<file path="src/rtl/reg_file_mov.sv">
`default_nettype none
//============================================================================
// Module   : reg_file_mov
// Purpose  : Parametrised move-style register bank. Each accepted operation
//            performs one register-to-register move or immediate load.
//            Two addresses are handshaked endpoints: IN (valid/ready input
//            peripheral) and ALU_ANS (result captured on alu_done). Writing
//            ALU_Y launches the ALU with a one-cycle alu_go pulse.
// Ports    : clk, rst          - clock, async active-high reset
//            op_valid/op_ready - operation handshake from the decoder
//            op_imm, from_addr, to_addr, imm_data - operation fields
//            in_data/in_valid/in_ready - input peripheral handshake
//            alu_x, alu_y, alu_go, alu_ans, alu_done - ALU interface
//            err               - one-cycle pulse after a write to IN/ANS
//            dbg_addr/dbg_data - combinational debug read port
// Revision : 1.0 - initial release
//============================================================================
module reg_file_mov #(
    parameter int                  WORD_LEN     = 16,
    parameter int                  ADDR_LEN     = 4,
    parameter logic [ADDR_LEN-1:0] IN_ADDR      = 4'ha,
    parameter logic [ADDR_LEN-1:0] ALU_X_ADDR   = 4'hb,
    parameter logic [ADDR_LEN-1:0] ALU_Y_ADDR   = 4'hc,
    parameter logic [ADDR_LEN-1:0] ALU_ANS_ADDR = 4'hd
) (
    input  logic                clk,
    input  logic                rst,
    input  logic                op_valid,
    output logic                op_ready,
    input  logic                op_imm,
    input  logic [ADDR_LEN-1:0] from_addr,
    input  logic [ADDR_LEN-1:0] to_addr,
    input  logic [WORD_LEN-1:0] imm_data,
    input  logic [WORD_LEN-1:0] in_data,
    input  logic                in_valid,
    output logic                in_ready,
    output logic [WORD_LEN-1:0] alu_x,
    output logic [WORD_LEN-1:0] alu_y,
    output logic                alu_go,
    input  logic [WORD_LEN-1:0] alu_ans,
    input  logic                alu_done,
    output logic                err,
    input  logic [ADDR_LEN-1:0] dbg_addr,
    output logic [WORD_LEN-1:0] dbg_data
);

    localparam int DEPTH = 2**ADDR_LEN;

    typedef enum logic [1:0] {
        S_IDLE     = 2'd0,
        S_WAIT_IN  = 2'd1,
        S_WAIT_ALU = 2'd2
    } state_t;

    state_t              r_state;
    state_t              w_state_next;
    logic [ADDR_LEN-1:0] r_dest;
    logic [ADDR_LEN-1:0] w_dest_next;
    logic                r_ans_valid;
    logic                r_go;
    logic                r_err;

    // The IN and ANS slots of the array hold the last consumed input word
    // and the last captured ALU result; normal writes never land there.
    logic [WORD_LEN-1:0] r_regs [DEPTH];

    logic                w_wr;
    logic [ADDR_LEN-1:0] w_wa;
    logic [WORD_LEN-1:0] w_wd;
    logic                w_in_ready;
    logic                w_bad;
    logic                w_store;
    logic                w_y_write;

    // Next-state and single write-port selection
    always_comb begin
        w_state_next = r_state;
        w_dest_next  = r_dest;
        w_wr         = 1'b0;
        w_wa         = to_addr;
        w_wd         = imm_data;
        w_in_ready   = 1'b0;
        case (r_state)
            S_IDLE: begin
                if (op_valid) begin
                    if (op_imm) begin
                        w_wr = 1'b1;
                    end else if (from_addr == IN_ADDR) begin
                        w_wd = in_data;
                        if (in_valid) begin
                            w_in_ready = 1'b1;
                            w_wr       = 1'b1;
                        end else begin
                            w_state_next = S_WAIT_IN;
                            w_dest_next  = to_addr;
                        end
                    end else if (from_addr == ALU_ANS_ADDR) begin
                        w_wd = r_regs[ALU_ANS_ADDR];
                        if (r_ans_valid) begin
                            w_wr = 1'b1;
                        end else begin
                            w_state_next = S_WAIT_ALU;
                            w_dest_next  = to_addr;
                        end
                    end else begin
                        w_wr = 1'b1;
                        w_wd = r_regs[from_addr];
                    end
                end
            end
            S_WAIT_IN: begin
                w_wa = r_dest;
                w_wd = in_data;
                if (in_valid) begin
                    w_in_ready   = 1'b1;
                    w_wr         = 1'b1;
                    w_state_next = S_IDLE;
                end
            end
            S_WAIT_ALU: begin
                w_wa = r_dest;
                w_wd = r_regs[ALU_ANS_ADDR];
                if (r_ans_valid) begin
                    w_wr         = 1'b1;
                    w_state_next = S_IDLE;
                end
            end
            default: begin
                w_state_next = S_IDLE;
            end
        endcase
    end

    // IN and ANS are read-only: such writes are dropped and flagged
    assign w_bad     = w_wr && ((w_wa == IN_ADDR) || (w_wa == ALU_ANS_ADDR));
    assign w_store   = w_wr && !w_bad;
    assign w_y_write = w_store && (w_wa == ALU_Y_ADDR);

    always_ff @(posedge clk or posedge rst) begin
        if (rst) begin
            for (int i = 0; i < DEPTH; i++) begin
                r_regs[i] <= '0;
            end
        end else begin
            if (w_store) begin
                r_regs[w_wa] <= w_wd;
            end
            if (w_in_ready) begin
                r_regs[IN_ADDR] <= in_data;
            end
            if (alu_done) begin
                r_regs[ALU_ANS_ADDR] <= alu_ans;
            end
        end
    end

    always_ff @(posedge clk or posedge rst) begin
        if (rst) begin
            r_state     <= S_IDLE;
            r_dest      <= '0;
            r_ans_valid <= 1'b0;
            r_go        <= 1'b0;
            r_err       <= 1'b0;
        end else begin
            r_state <= w_state_next;
            r_dest  <= w_dest_next;
            r_go    <= w_y_write;
            r_err   <= w_bad;
            // A Y write starts a new computation, so it overrides a
            // coincident done from the previous one.
            if (w_y_write) begin
                r_ans_valid <= 1'b0;
            end else if (alu_done) begin
                r_ans_valid <= 1'b1;
            end
        end
    end

    assign op_ready = (r_state == S_IDLE);
    assign in_ready = w_in_ready;
    assign alu_x    = r_regs[ALU_X_ADDR];
    assign alu_y    = r_regs[ALU_Y_ADDR];
    assign alu_go   = r_go;
    assign err      = r_err;
    assign dbg_data = r_regs[dbg_addr];

endmodule
`default_nettype wire

</file>
<file path="config.mk">
export PLATFORM = sky130hd
export DESIGN_NAME = reg_file_mov
export DESIGN_NICKNAME = d
export VERILOG_FILES = /design/src/rtl/reg_file_mov.sv
export SDC_FILE = /design/constraint.sdc
export NUM_CORES = 1
export LEC_CHECK = 0
export ABC_AREA = 1
export CAP_MARGIN = 30
export CORE_ASPECT_RATIO = 1.75
export CORE_MARGIN = 2
export CORE_UTILIZATION = 26
export DETAILED_ROUTE_END_ITERATION = 6
export GPL_TIMING_DRIVEN = 0
export PLACE_DENSITY = 0.49
export SLEW_MARGIN = 15
export SYNTH_ARGS = -nofsm -noshare
export SYNTH_HDL_FRONTEND = slang
export SYNTH_SLANG_ARGS = --single-unit
</file>
<file path="constraint.sdc">
create_clock -name clk -period 11 [get_ports clk]
set_clock_uncertainty 0.15 [all_clocks]
set_input_delay 1.1 -clock clk [delete_from_list [all_inputs] [get_ports clk]]
set_output_delay 1.1 -clock clk [all_outputs]
set_load 0.02 [all_outputs]
</file>
==> summary.md, run 1 <==
| Metric | Value |
|---|---|
| Clock tree from TritonCTS | `yes` |
| Setup Viol. Count Final | `0` |
| Static Leak | `10.1 nW` |
| Max H-tree Level | `1` |
| Final worst setup slack | `5070 ps` |
| Area share of the largest cell type after synthesis | `38.8%` |
| Core Footprint | `0.0652 mm2` |
| Cell Area, Synth | `0.0171 mm2` |
| Nets in the synthesized netlist | `2538` |
| Starting DRT DRC Count | `1846` |
| Relative max-transition margin | `33.1%` |
| Area grow syn2layout | `18.6%` |
| Number of input and output port buffers inserted | `111` |
| Antenna violations before repair | `0` |
| Number of flip-flops and latches in the synthesized netlist | `265` |
| DRC | `0` |
| I/O Pins | `118` |
| Most utilized layer in the global route result | `met2` |
| First-pass detailed-route iteration total | `5` |
| Category of the worst setup path capture point | `output pin` |
| Via-to-Cell Ratio | `5.37` |
| Worst Path Max Fanout | `10` |
| Number of buffers on the longest clock path | `3` |
| Met2 track demand over resource | `48.7%` |
| Via Count | `18500` |
| Post_cts resized | `0` |
| Vias in the first global route | `18700` |
| Antenna cell count | `0` |
| Final critical delay including setup and external delays | `5930 ps` |
| # hold bufs at CTS | `0` |
| Total count of max-transition violations in the final report | `0` |
| Measured slew at the worst slew-check pin | `1000 ps` |
| Clock transition time at the flip-flop clock pins of the worst setup and hold paths | `60 ps` |
| Number of clock sinks | `265` |
| Finished Layout Cells | `3452` |
| Clock latency at the later pin of the worst-skew pair | `600 ps` |
| Overall global routing resource usage | `27.9%` |
| RSZ-0062 raised after global routing | `no` |
| Global placement routability congestion | `1.02` |
| Dpl ws | `5430 ps` |
| Worst Hold Launch | `r_regs[174]$_DFFE_PP0P_` |
| Hold WC Path Type | `reg -> reg` |
| Cell count after placement | `3400` |
| Filler cell count in the final layout | `7248` |
| Die outline height | `343 um` |
| Crit path DAT | `4680 ps` |
| Count of unique library cells instantiated by Yosys | `37` |
| Most frequently used cell type in the post-synthesis netlist | `sky130_fd_sc_hd__nand2_1` |
| Setup TNS Final | `0 ps` |
| Startpoint type of the worst setup path | `input port` |
| Routed length per placed instance | `27.5 um` |
| Total length of routed wires | `94.9 mm` |
| Share of cells above drive strength 1 | `8.89%` |
| EDFF count, synth | `0` |
| Result of the run | `completed` |
| Floorplan row count | `124` |
| Portion of the clock cycle consumed by the worst path in the final layout | `53.9%` |
| Top cell type by total area after synthesis | `sky130_fd_sc_hd__dfrtp_1` |
| Ranking of synthesized cells by instance count | `sky130_fd_sc_hd__nand2_1 (783), sky130_fd_sc_hd__nand3_1 (345), sky130_fd_sc_hd__dfrtp_1 (265)` |
| Max-cap violations | `0` |
| Master cell of the clock root buffer | `sky130_fd_sc_hd__clkbuf_16` |
| Critical register-to-register path startpoint | `r_state[0]$_DFFE_PP0P_` |
| Hold Slack | `325 ps` |
| Final net count | `2681` |
| Maximum frequency from static timing analysis | `169 MHz` |
| Final global-route overflow total | `0` |
| Die area | `0.0679 mm2` |
| Die boundary width | `198 um` |
| Largest net degree at the start of global routing | `105` |
| Biggest area contributors in the synthesized netlist | `sky130_fd_sc_hd__dfrtp_1 (39%), sky130_fd_sc_hd__nand2_1 (17%), sky130_fd_sc_hd__nand3_1 (10%), sky130_fd_sc_hd__o21ai_0 (6.3%), sky130_fd_sc_hd__inv_1 (5.6%)` |
| Global-route wire length before repair | `133 mm` |
| Met1 layer usage reported by global route | `28.7%` |
| Pwr dens | `243 mW/mm2` |
| Post-DP HPWL | `74.3 mm` |
| Final Hold Viols | `0` |
| Worst IR Drop VDD | `0.000244 V` |
| Antenna Violating Nets Remaining | `0` |
| Proportion of register bits with asynchronous set or reset after synthesis | `100%` |
| Type of the setup path with the least slack | `in -> out` |
| Synth Warn # | `0` |
| Dominant synthesized flop cell | `sky130_fd_sc_hd__dfrtp_1` |
| Worst Path Required | `9750 ps` |
| Cell count after synthesis | `2468` |
| Number of buffers inserted during clock tree synthesis | `28` |
| Initial Util | `26.3%` |
| Number of post-CTS setup repair buffers | `0` |
| Avg Cell Area, Syn | `6.93 um2` |
| First element of the critical path | `dbg_addr[1]` |
| Seq/Total Area, Yosys | `38.8%` |
| Met3 usage | `2.85%` |
==> cells by family (layout without fill, tap and decap cells) <==
logic type                 after synthesis  count (layout)  synth area share, %
and+or+nand+nor                       1214            1214                 30.8
buffers and inverters                  485             650                 13.0
AOI/OAI and AO/OA                      484             484                 16.0
DFF                                    265             265                 38.8
muxes                                   16              16                 1.02
adders and majority gates                4               4                0.293
==> layout by cell type (no fill, tap or decap), types with 53 or more instances in the layout <==
cell type	count
sky130_fd_sc_hd__o21ai_0	215
sky130_fd_sc_hd__clkbuf_1	92
sky130_fd_sc_hd__inv_1	254
sky130_fd_sc_hd__nand2_1	783
sky130_fd_sc_hd__nand3_1	345
sky130_fd_sc_hd__clkdlybuf4s50_1	111
sky130_fd_sc_hd__a21oi_1	156
sky130_fd_sc_hd__buf_2	53
sky130_fd_sc_hd__o211ai_1	70
sky130_fd_sc_hd__dfrtp_1	265
==> registers in the layout (all words and copies together) (netlist names) <==
| register | flops |
|---|---|
| alu_go | 1 |
| alu_x | 16 |
| alu_y | 16 |
| err | 1 |
| r_ans_valid | 1 |
| r_dest | 4 |
| r_regs | 224 |
| r_state | 2 |
==> power by group <==
part / total (mW) / leakage [nW] / internal [mW] / switching (mW)
registers: 1.74 / 3.46 / 1.36 / 0.386
clock network: 1.06 / 0.481 / 0.604 / 0.455
logic: 2.14 / 6.12 / 0.696 / 1.44
total: 4.93 / 10.1 / 2.66 / 2.28
==> final timing paths <==
kind	endpoint	cells after the start	slack, ps
min in group asynchronous	r_regs[46]$_DFFE_PP0P_	2	790
setup reg to reg	r_regs[0]$_DFFE_PP0P_	14	7690
max in group asynchronous	r_regs[128]$_DFFE_PP0P_	3	8900
hold / removal	r_regs[174]$_DFFE_PP0P_	2	330
setup / recovery	dbg_data[11]	8	5070
hold reg to reg	r_regs[174]$_DFFE_PP0P_	2	330
==> layout make-up <==
type	instances	area, um2	area share [%]
clock inverters	14	186	0.919
clock buffers	38	800	3.94
inverters	275	1070	5.25
flip-flops and latches	265	6630	32.7
plain buffers	210	1170	5.77
multi-input cells	1718	8250	40.6
well taps	819	1020	5.05
repair buffers	113	1170	5.75
==> metal layers <==
metal	share of wire (%)	vias up	wire length (um)
met3	5.4	340	5090
met4	12	0	11300
met1	34	8980	32100
met2	49	939	46500
met5	0	-	0
li1	-	8284	-
==> metrics by stage <==
| stage | utilization (%) | power, mW | instance area (um2) |
|---|---|---|---|
| floorplan | - | 2.90 | 17100 |
| global placement | 29.5 | 3.82 | 19200 |
| detailed placement | 29.6 | 3.85 | 19300 |
| CTS | 31.1 | 4.92 | 20300 |
| global route | 31.1 | 5.19 | 20300 |
| finish | 31.1 | 4.93 | 20300 |
==> critical path: stages <==
cell                              delay, ps
sky130_fd_sc_hd__clkbuf_1               240
sky130_fd_sc_hd__clkbuf_1               670
sky130_fd_sc_hd__clkbuf_1               790
sky130_fd_sc_hd__o21ai_0                210
sky130_fd_sc_hd__a21oi_1                610
sky130_fd_sc_hd__o221ai_1               250
sky130_fd_sc_hd__nand2_1                160
sky130_fd_sc_hd__clkdlybuf4s50_1        630
Power figures use the tool's default switching activity.
==> run 2, diff against run 1 <==
==> constraint.sdc (replaced) <==
create_clock -name clk -period 6.2 [get_ports clk]
set_clock_uncertainty 0.15 [all_clocks]
set_input_delay 0.62 -clock clk [delete_from_list [all_inputs] [get_ports clk]]
set_output_delay 0.62 -clock clk [all_outputs]
set_load 0.02 [all_outputs]
==> run 2 against run 1 <==
Non-clock buffer count rose by 7. Clock-buffer cell count fell by 1. Die area did not move. Largest cell class unchanged. Combinational power rose by 78%. Flip-flop and latch count did not move. Via count fell by 0.17%. Largest power group unchanged. Critical endpoint is now dbg_data[7]. Critical path type unchanged. Sequential share of layout area fell by 0.088 points. Wire length rose by 2.1%. First-iteration DRC count rose by 1.1%. Sequential power rose by 78%. Total power rose by 76%. Register-to-register slack got worse by 4700 ps.
==> summary.md, run 2 (synthesized netlist as in run 1, its figures left out) <==
| Metric | Value |
|---|---|
| Area taken by multi-input logic gates | `0.00825 mm2 (unchanged)` |
| Via-to-Cell Ratio | `5.35 (was 5.37)` |
| Measured slew at the worst slew-check pin | `1070 ps (was 1000 ps)` |
| Share of cells above drive strength 1 | `9.10% (was 8.89%)` |
| Result of the run | `completed (unchanged)` |
| Overall global routing resource usage | `28.5% (was 27.9%)` |
| Cells traversed along the worst timing path | `clkbuf_1, clkbuf_1, clkbuf_1, o21ai_0, a21oi_1, o221ai_1, nand2_1, clkdlybuf4s50_1 (unchanged)` |
| Crit path DAT | `4170 ps (was 4680 ps)` |
| Hold Slack | `296 ps (was 325 ps)` |
| Final global-route overflow total | `0 (unchanged)` |
| Floorplan row count | `124 (unchanged)` |
| Startpoint type of the worst setup path | `input port (unchanged)` |
| Most frequent cell on the critical path | `sky130_fd_sc_hd__clkbuf_1 (unchanged)` |
| DRC | `0 (unchanged)` |
| Cell count after placement | `3406 (was 3400)` |
| Clock latency at the later pin of the worst-skew pair | `600 ps (about the same)` |
| Antenna violations before repair | `1 (was 0)` |
| Static Leak | `10.1 nW (about the same)` |
| Die outline height | `343 um (unchanged)` |
| Most frequent standard cell in the layout excluding fill and tap cells | `sky130_fd_sc_hd__nand2_1 (unchanged)` |
| Standard cell area after detailed placement | `0.0194 mm2 (was 0.0193 mm2)` |
| Clock transition time at the flip-flop clock pins of the worst setup and hold paths | `60 ps (about the same)` |
| Initial Util | `26.3% (unchanged)` |
| Number of clock sinks | `265 (unchanged)` |
| Post-Layout Inst Area | `0.0203 mm2 (about the same)` |
| Routed length per placed instance | `28.1 um (was 27.5 um)` |
| Die area | `0.0679 mm2 (unchanged)` |
| First-pass detailed-route iteration total | `6 (was 5)` |
| Number of input and output port buffers inserted | `111 (unchanged)` |
| Area grow syn2layout | `18.9% (was 18.6%)` |
| Dpl ws | `1540 ps (was 5430 ps)` |
| I/O Pins | `118 (unchanged)` |
| Max-cap violations | `0 (unchanged)` |
| Critical-path cell with the highest stage delay | `sky130_fd_sc_hd__clkbuf_1 (unchanged)` |
| Hold WC Path Type | `in -> async (was reg -> reg)` |
| Relative max-transition margin | `29.0% (was 33.1%)` |
| Global placement routability congestion | `0.995 (was 1.02)` |
| RSZ-0062 raised after global routing | `no (unchanged)` |
| Final worst setup slack | `1260 ps (was 5070 ps)` |
| Worst IR Drop VDD | `0.000504 V (was 0.000244 V)` |
| Total length of routed wires | `97.0 mm (was 94.9 mm)` |
| Clock tree from TritonCTS | `yes (unchanged)` |
| Max H-tree Level | `1 (unchanged)` |
| Pwr dens | `427 mW/mm2 (was 243 mW/mm2)` |
| Final critical delay including setup and external delays | `4940 ps` |
| Final net count | `2688 (was 2681)` |
| Post-DP HPWL | `76.4 mm (was 74.3 mm)` |
| Antenna Violating Nets Remaining | `0 (unchanged)` |
| Number of post-CTS setup repair buffers | `0 (unchanged)` |
| Die boundary width | `198 um (unchanged)` |
| Master cell of the clock root buffer | `sky130_fd_sc_hd__clkbuf_16 (unchanged)` |
| Number of buffers on the longest clock path | `3 (unchanged)` |
| Maximum cell stage delay along the critical path | `710 ps (was 790 ps)` |
| # hold bufs at CTS | `0 (unchanged)` |
| Post-layout power | `8.69 mW (was 4.93 mW)` |
| Storage cell area | `0.00663 mm2 (unchanged)` |
| Total count of max-transition violations in the final report | `0 (unchanged)` |
| Vias in the first global route | `18700 (about the same)` |
| Worst Path Required | `5430 ps (was 9750 ps)` |
| Number of buffers inserted during clock tree synthesis | `28 (unchanged)` |
| Starting DRT DRC Count | `1866 (was 1846)` |
| Filler cell count in the final layout | `7186 (was 7248)` |
| Portion of the clock cycle consumed by the worst path in the final layout | `79.7%` |
| Setup Viol. Count Final | `0 (unchanged)` |
| Largest net degree at the start of global routing | `34 (was 105)` |
| Via Count | `18500 (about the same)` |
| Category of the worst setup path capture point | `output pin (unchanged)` |
| Maximum frequency from static timing analysis | `202 MHz` |
| Flip-flop count of the largest register, all copies and words added | `224 (unchanged)` |
| Core Footprint | `0.0652 mm2 (unchanged)` |
| Top library cells by usage in the layout, fill and taps aside | `sky130_fd_sc_hd__nand2_1 (783), sky130_fd_sc_hd__nand3_1 (345), sky130_fd_sc_hd__dfrtp_1 (265) (unchanged)` |
| Final Hold Viols | `0 (unchanged)` |
| Post_cts resized | `0 (unchanged)` |
| Worst Path Max Fanout | `10 (unchanged)` |
| Register name with the most flops | `r_regs (unchanged)` |
| Finished Layout Cells | `3457 (was 3452)` |
| Type of the setup path with the least slack | `in -> out (unchanged)` |
| Global-route wire length before repair | `136 mm (was 133 mm)` |
## run 2: area by class of cell
| type | instances | share of cell area, % |
|---|---|---|
| Timing Repair Buffer | 120 | 6.30 |
| Clock buffer | 37 | 3.96 |
| Buffer | 210 | 5.76 |
| Inverter | 275 | 5.22 |
| Sequential cell | 265 | 32.6 |
| Clock inverter | 12 | 0.590 |
| Antenna cell | 1 | 0.0123 |
| Multi-Input combinational cell | 1718 | 40.5 |
| Tap cell | 819 | 5.04 |
## run 2: worst max-delay path, delay by kind of cell
family | cells | cell delay (ps)
buffers and inverters | 4 | 2300
AND/OR/NAND/NOR | 1 | 210
AO/OA/AOI/OAI | 3 | 1020
## run 2: through the flow
step | TNS, ps | util [%]
finish | 0 | 31.2
global route | 0 | 31.2
CTS | 0 | 31.2
detailed placement | 0 | 29.8
global placement | -93590 | 29.5
floorplan | 0 | -
## run 2: path summary, 6_finish.rpt
| check | startpoint | endpoint | slack [ps] | depth (start not counted) |
|---|---|---|---|---|
| hold reg to reg | r_regs[136]$_DFFE_PP0P_ | r_regs[136]$_DFFE_PP0P_ | 330 | 2 |
| min in group clk | r_regs[136]$_DFFE_PP0P_ | r_regs[136]$_DFFE_PP0P_ | 330 | 2 |
| max in group asynchronous | rst | r_regs[105]$_DFFE_PP0P_ | 4510 | 5 |
| hold / removal | rst | r_regs[86]$_DFFE_PP0P_ | 300 | 2 |
| setup / recovery | dbg_addr[1] | dbg_data[7] | 1260 | 8 |
| setup reg to reg | r_state[0]$_DFFE_PP0P_ | r_regs[14]$_DFFE_PP0P_ | 2950 | 14 |
## run 2: where the power goes
part | switching (mW) | internal, mW
Sequential | 0.689 | 2.40
Clock | 0.800 | 0.992
Combinational | 2.56 | 1.24
## run 2: layer usage
metal,vias up,share of wire [%],track usage [%]
met5,-,0,0
met4,0,12,28.2
met3,343,5.0,2.78
met2,905,50,50.0
met1,8968,34,29.1
li1,8296,-,-
==> run 3, diff against run 2 <==
--- a/config.mk
+++ b/config.mk
@@ -12,7 +12,7 @@
 export CORE_UTILIZATION = 26
 export DETAILED_ROUTE_END_ITERATION = 6
 export GPL_TIMING_DRIVEN = 0
-export PLACE_DENSITY = 0.49
+export PLACE_DENSITY = 0.5
 export SLEW_MARGIN = 15
 export SYNTH_ARGS = -nofsm -noshare
 export SYNTH_HDL_FRONTEND = slang
==> constraint.sdc (replaced) <==
create_clock -name clk -period 4.5 [get_ports clk]
set_clock_uncertainty 0.15 [all_clocks]
set_input_delay 0.45 -clock clk [delete_from_list [all_inputs] [get_ports clk]]
set_output_delay 0.45 -clock clk [all_outputs]
set_load 0.02 [all_outputs]
==> run 3 against run 2 <==
Utilization about the same. Clock power rose by 32%. Final cell count about the same. Die area did not move. Register-to-register slack worse by 1700 ps. Clock-buffer cell count is 2 higher. Global-route usage down 0.28 points. Hold slack worse by 140 ps. Design area is essentially flat. Total power up 36%. Critical path depth did not move. Critical path type unchanged.
==> summary.md, run 3 (synthesized netlist as in run 1, its figures left out) <==
| Metric | Value |
|---|---|
| Static Leak | `10.1 nW (about the same)` |
| R2R Path End | `r_regs[13]$_DFFE_PP0P_ (was r_regs[14]$_DFFE_PP0P_)` |
| Worst Path Max Fanout | `10 (unchanged)` |
| Type of the setup path with the least slack | `in -> out (unchanged)` |
| Number of clock sinks | `265 (unchanged)` |
| Die outline height | `343 um (unchanged)` |
| Relative max-transition margin | `28.9% (was 29.0%)` |
| Vias in the first global route | `18800 (was 18700)` |
| Clock transition time at the flip-flop clock pins of the worst setup and hold paths | `60 ps (about the same)` |
| Antenna violations before repair | `2 (was 1)` |
| Number of input and output port buffers inserted | `111 (unchanged)` |
| Routed length per placed instance | `27.6 um (was 28.1 um)` |
| Global placement routability congestion | `1.01 (was 0.995)` |
| Register-to-Register Path Depth | `12 (was 14)` |
| Maximum frequency from static timing analysis | `230 MHz` |
| Final global-route overflow total | `0 (unchanged)` |
| Finished Layout Cells | `3458 (was 3457)` |
| Total length of routed wires | `95.5 mm (was 97.0 mm)` |
| Via-to-Cell Ratio | `5.40 (was 5.35)` |
| Area grow syn2layout | `18.8% (was 18.9%)` |
| Dpl ws | `202 ps (was 1540 ps)` |
| Initial Util | `26.3% (unchanged)` |
| Pwr dens | `582 mW/mm2 (was 427 mW/mm2)` |
| First element of the critical path | `dbg_addr[0] (was dbg_addr[1])` |
| RSZ-0062 raised after global routing | `no (unchanged)` |
| Max-cap violations | `0 (unchanged)` |
| Result of the run | `completed (unchanged)` |
| Clock tree from TritonCTS | `yes (unchanged)` |
| I/O Pins | `118 (unchanged)` |
| Die boundary width | `198 um (unchanged)` |
| Crit path DAT | `3750 ps (was 4170 ps)` |
| Most frequent standard cell in the layout excluding fill and tap cells | `sky130_fd_sc_hd__nand2_1 (unchanged)` |
| Final net count | `2688 (unchanged)` |
| Antenna Violating Nets Remaining | `0 (unchanged)` |
| Starting DRT DRC Count | `1944 (was 1866)` |
| Cell count after placement | `3407 (was 3406)` |
| Final worst setup slack | `151 ps (was 1260 ps)` |
| Final Hold Viols | `0 (unchanged)` |
| Flip-flop count of the largest register, all copies and words added | `224 (unchanged)` |
| Via Count | `18700 (was 18500)` |
| Startpoint type of the worst setup path | `input port (unchanged)` |
| Overall global routing resource usage | `28.2% (was 28.5%)` |
| Global-route wire length before repair | `135 mm (was 136 mm)` |
| Total count of max-transition violations in the final report | `0 (unchanged)` |
| Antenna cell count | `0 (was 1)` |
| Portion of the clock cycle consumed by the worst path in the final layout | `96.7%` |
| Worst setup path endpoint | `dbg_data[7] (unchanged)` |
| Floorplan row count | `124 (unchanged)` |
| Category of the worst setup path capture point | `output pin (unchanged)` |
| Master cell of the clock root buffer | `sky130_fd_sc_hd__clkbuf_16 (unchanged)` |
| First-pass detailed-route iteration total | `6 (unchanged)` |
| Setup Viol. Count Final | `0 (unchanged)` |
| Measured slew at the worst slew-check pin | `1070 ps (about the same)` |
| Die area | `0.0679 mm2 (unchanged)` |
| Worst setup slack for register-to-register paths | `1260 ps (was 2950 ps)` |
| Top library cells by usage in the layout, fill and taps aside | `sky130_fd_sc_hd__nand2_1 (783), sky130_fd_sc_hd__nand3_1 (345), sky130_fd_sc_hd__dfrtp_1 (265) (unchanged)` |
| DRC | `0 (unchanged)` |
| Core Footprint | `0.0652 mm2 (unchanged)` |
| Final critical delay including setup and external delays | `4350 ps` |
| Number of buffers on the longest clock path | `3 (unchanged)` |
| Critical register-to-register path startpoint | `r_state[0]$_DFFE_PP0P_ (unchanged)` |
| Post-layout power | `11.8 mW (was 8.69 mW)` |
| Hold WC Path Type | `in -> async (unchanged)` |
| Worst Path Required | `3900 ps (was 5430 ps)` |
| Largest net degree at the start of global routing | `36 (was 34)` |
| Worst IR Drop VDD | `0.000562 V (was 0.000504 V)` |
| Hold Slack | `152 ps (was 296 ps)` |
| Register name with the most flops | `r_regs (unchanged)` |
| Number of buffers inserted during clock tree synthesis | `28 (unchanged)` |
| Clock latency at the later pin of the worst-skew pair | `610 ps (was 600 ps)` |
| Share of cells above drive strength 1 | `9.06% (was 9.10%)` |
| Post-DP HPWL | `74.6 mm (was 76.4 mm)` |
| Max H-tree Level | `1 (unchanged)` |
| Filler cell count in the final layout | `7260 (was 7186)` |
==> run 3: layout make-up <==
| cell class | instances | area (um2) | share of cell area [%] |
|---|---|---|---|
| inverter | 275 | 1060 | 5.23 |
| clock buffer | 39 | 783 | 3.85 |
| tap | 819 | 1020 | 5.04 |
| sequential | 265 | 6630 | 32.6 |
| timing repair buffer | 120 | 1310 | 6.43 |
| clock inverter | 12 | 98.8 | 0.486 |
| multi-input combinational | 1718 | 8250 | 40.6 |
| buffer | 210 | 1170 | 5.77 |
==> run 3: power breakdown <==
group	switching (mW)	internal, mW	total, mW
logic	3.51	1.71	5.23
clock network	1.09	1.27	2.36
registers	0.940	3.31	4.25
==> run 3: metrics by stage <==
stage          area, um2  utilization, %  setup TNS [ps]
5_1_grt            20300            31.2               0
4_1_cts            20300            31.2               0
2_1_floorplan      17100               -               0
6_report           20300            31.2               0
3_5_place_dp       19400            29.8               0
3_3_place_gp       19200            29.5         -491730
==> run 3: worst min-delay path by stage <==
stage | endpoint | from | depth (start not counted)
detailed placement | r_regs[154]$_DFFE_PP0P_ | r_regs[154]$_DFFE_PP0P_ | 2
CTS | r_regs[88]$_DFFE_PP0P_ | rst | 2
floorplan | r_regs[108]$_DFFE_PP0P_ | r_regs[108]$_DFFE_PP0P_ | 2
finish | r_regs[37]$_DFFE_PP0P_ | rst | 2
global placement | r_regs[193]$_DFFE_PP0P_ | r_regs[193]$_DFFE_PP0P_ | 2
global route | r_regs[38]$_DFFE_PP0P_ | rst | 2
==> run 3: layer usage <==
layer	part of all wire, %	routed length, um	vias up	global-route usage (%)
li1	-	-	8327	-
met1	33	31400	8921	28.6
met2	48	46200	1057	48.8
met3	6.3	6030	365	3.55
met4	12	11900	2	28.7
met5	0.018	17	-	0
==> run 3: repair_timing <==
item,in CTS,in global routing
setup endpoints to repair,0,2
resized for setup,0,4
buffers inserted,0,0
hold buffers,0,0
==> run 3: critical path, stage by stage <==
cell and delay (ps):
sky130_fd_sc_hd__clkbuf_1 300, sky130_fd_sc_hd__clkbuf_1 480, sky130_fd_sc_hd__clkbuf_1 820, sky130_fd_sc_hd__o21ai_0 530, sky130_fd_sc_hd__nand2_1 170, sky130_fd_sc_hd__o221ai_1 110
sky130_fd_sc_hd__nand2_1 210, sky130_fd_sc_hd__clkdlybuf4s50_1 670
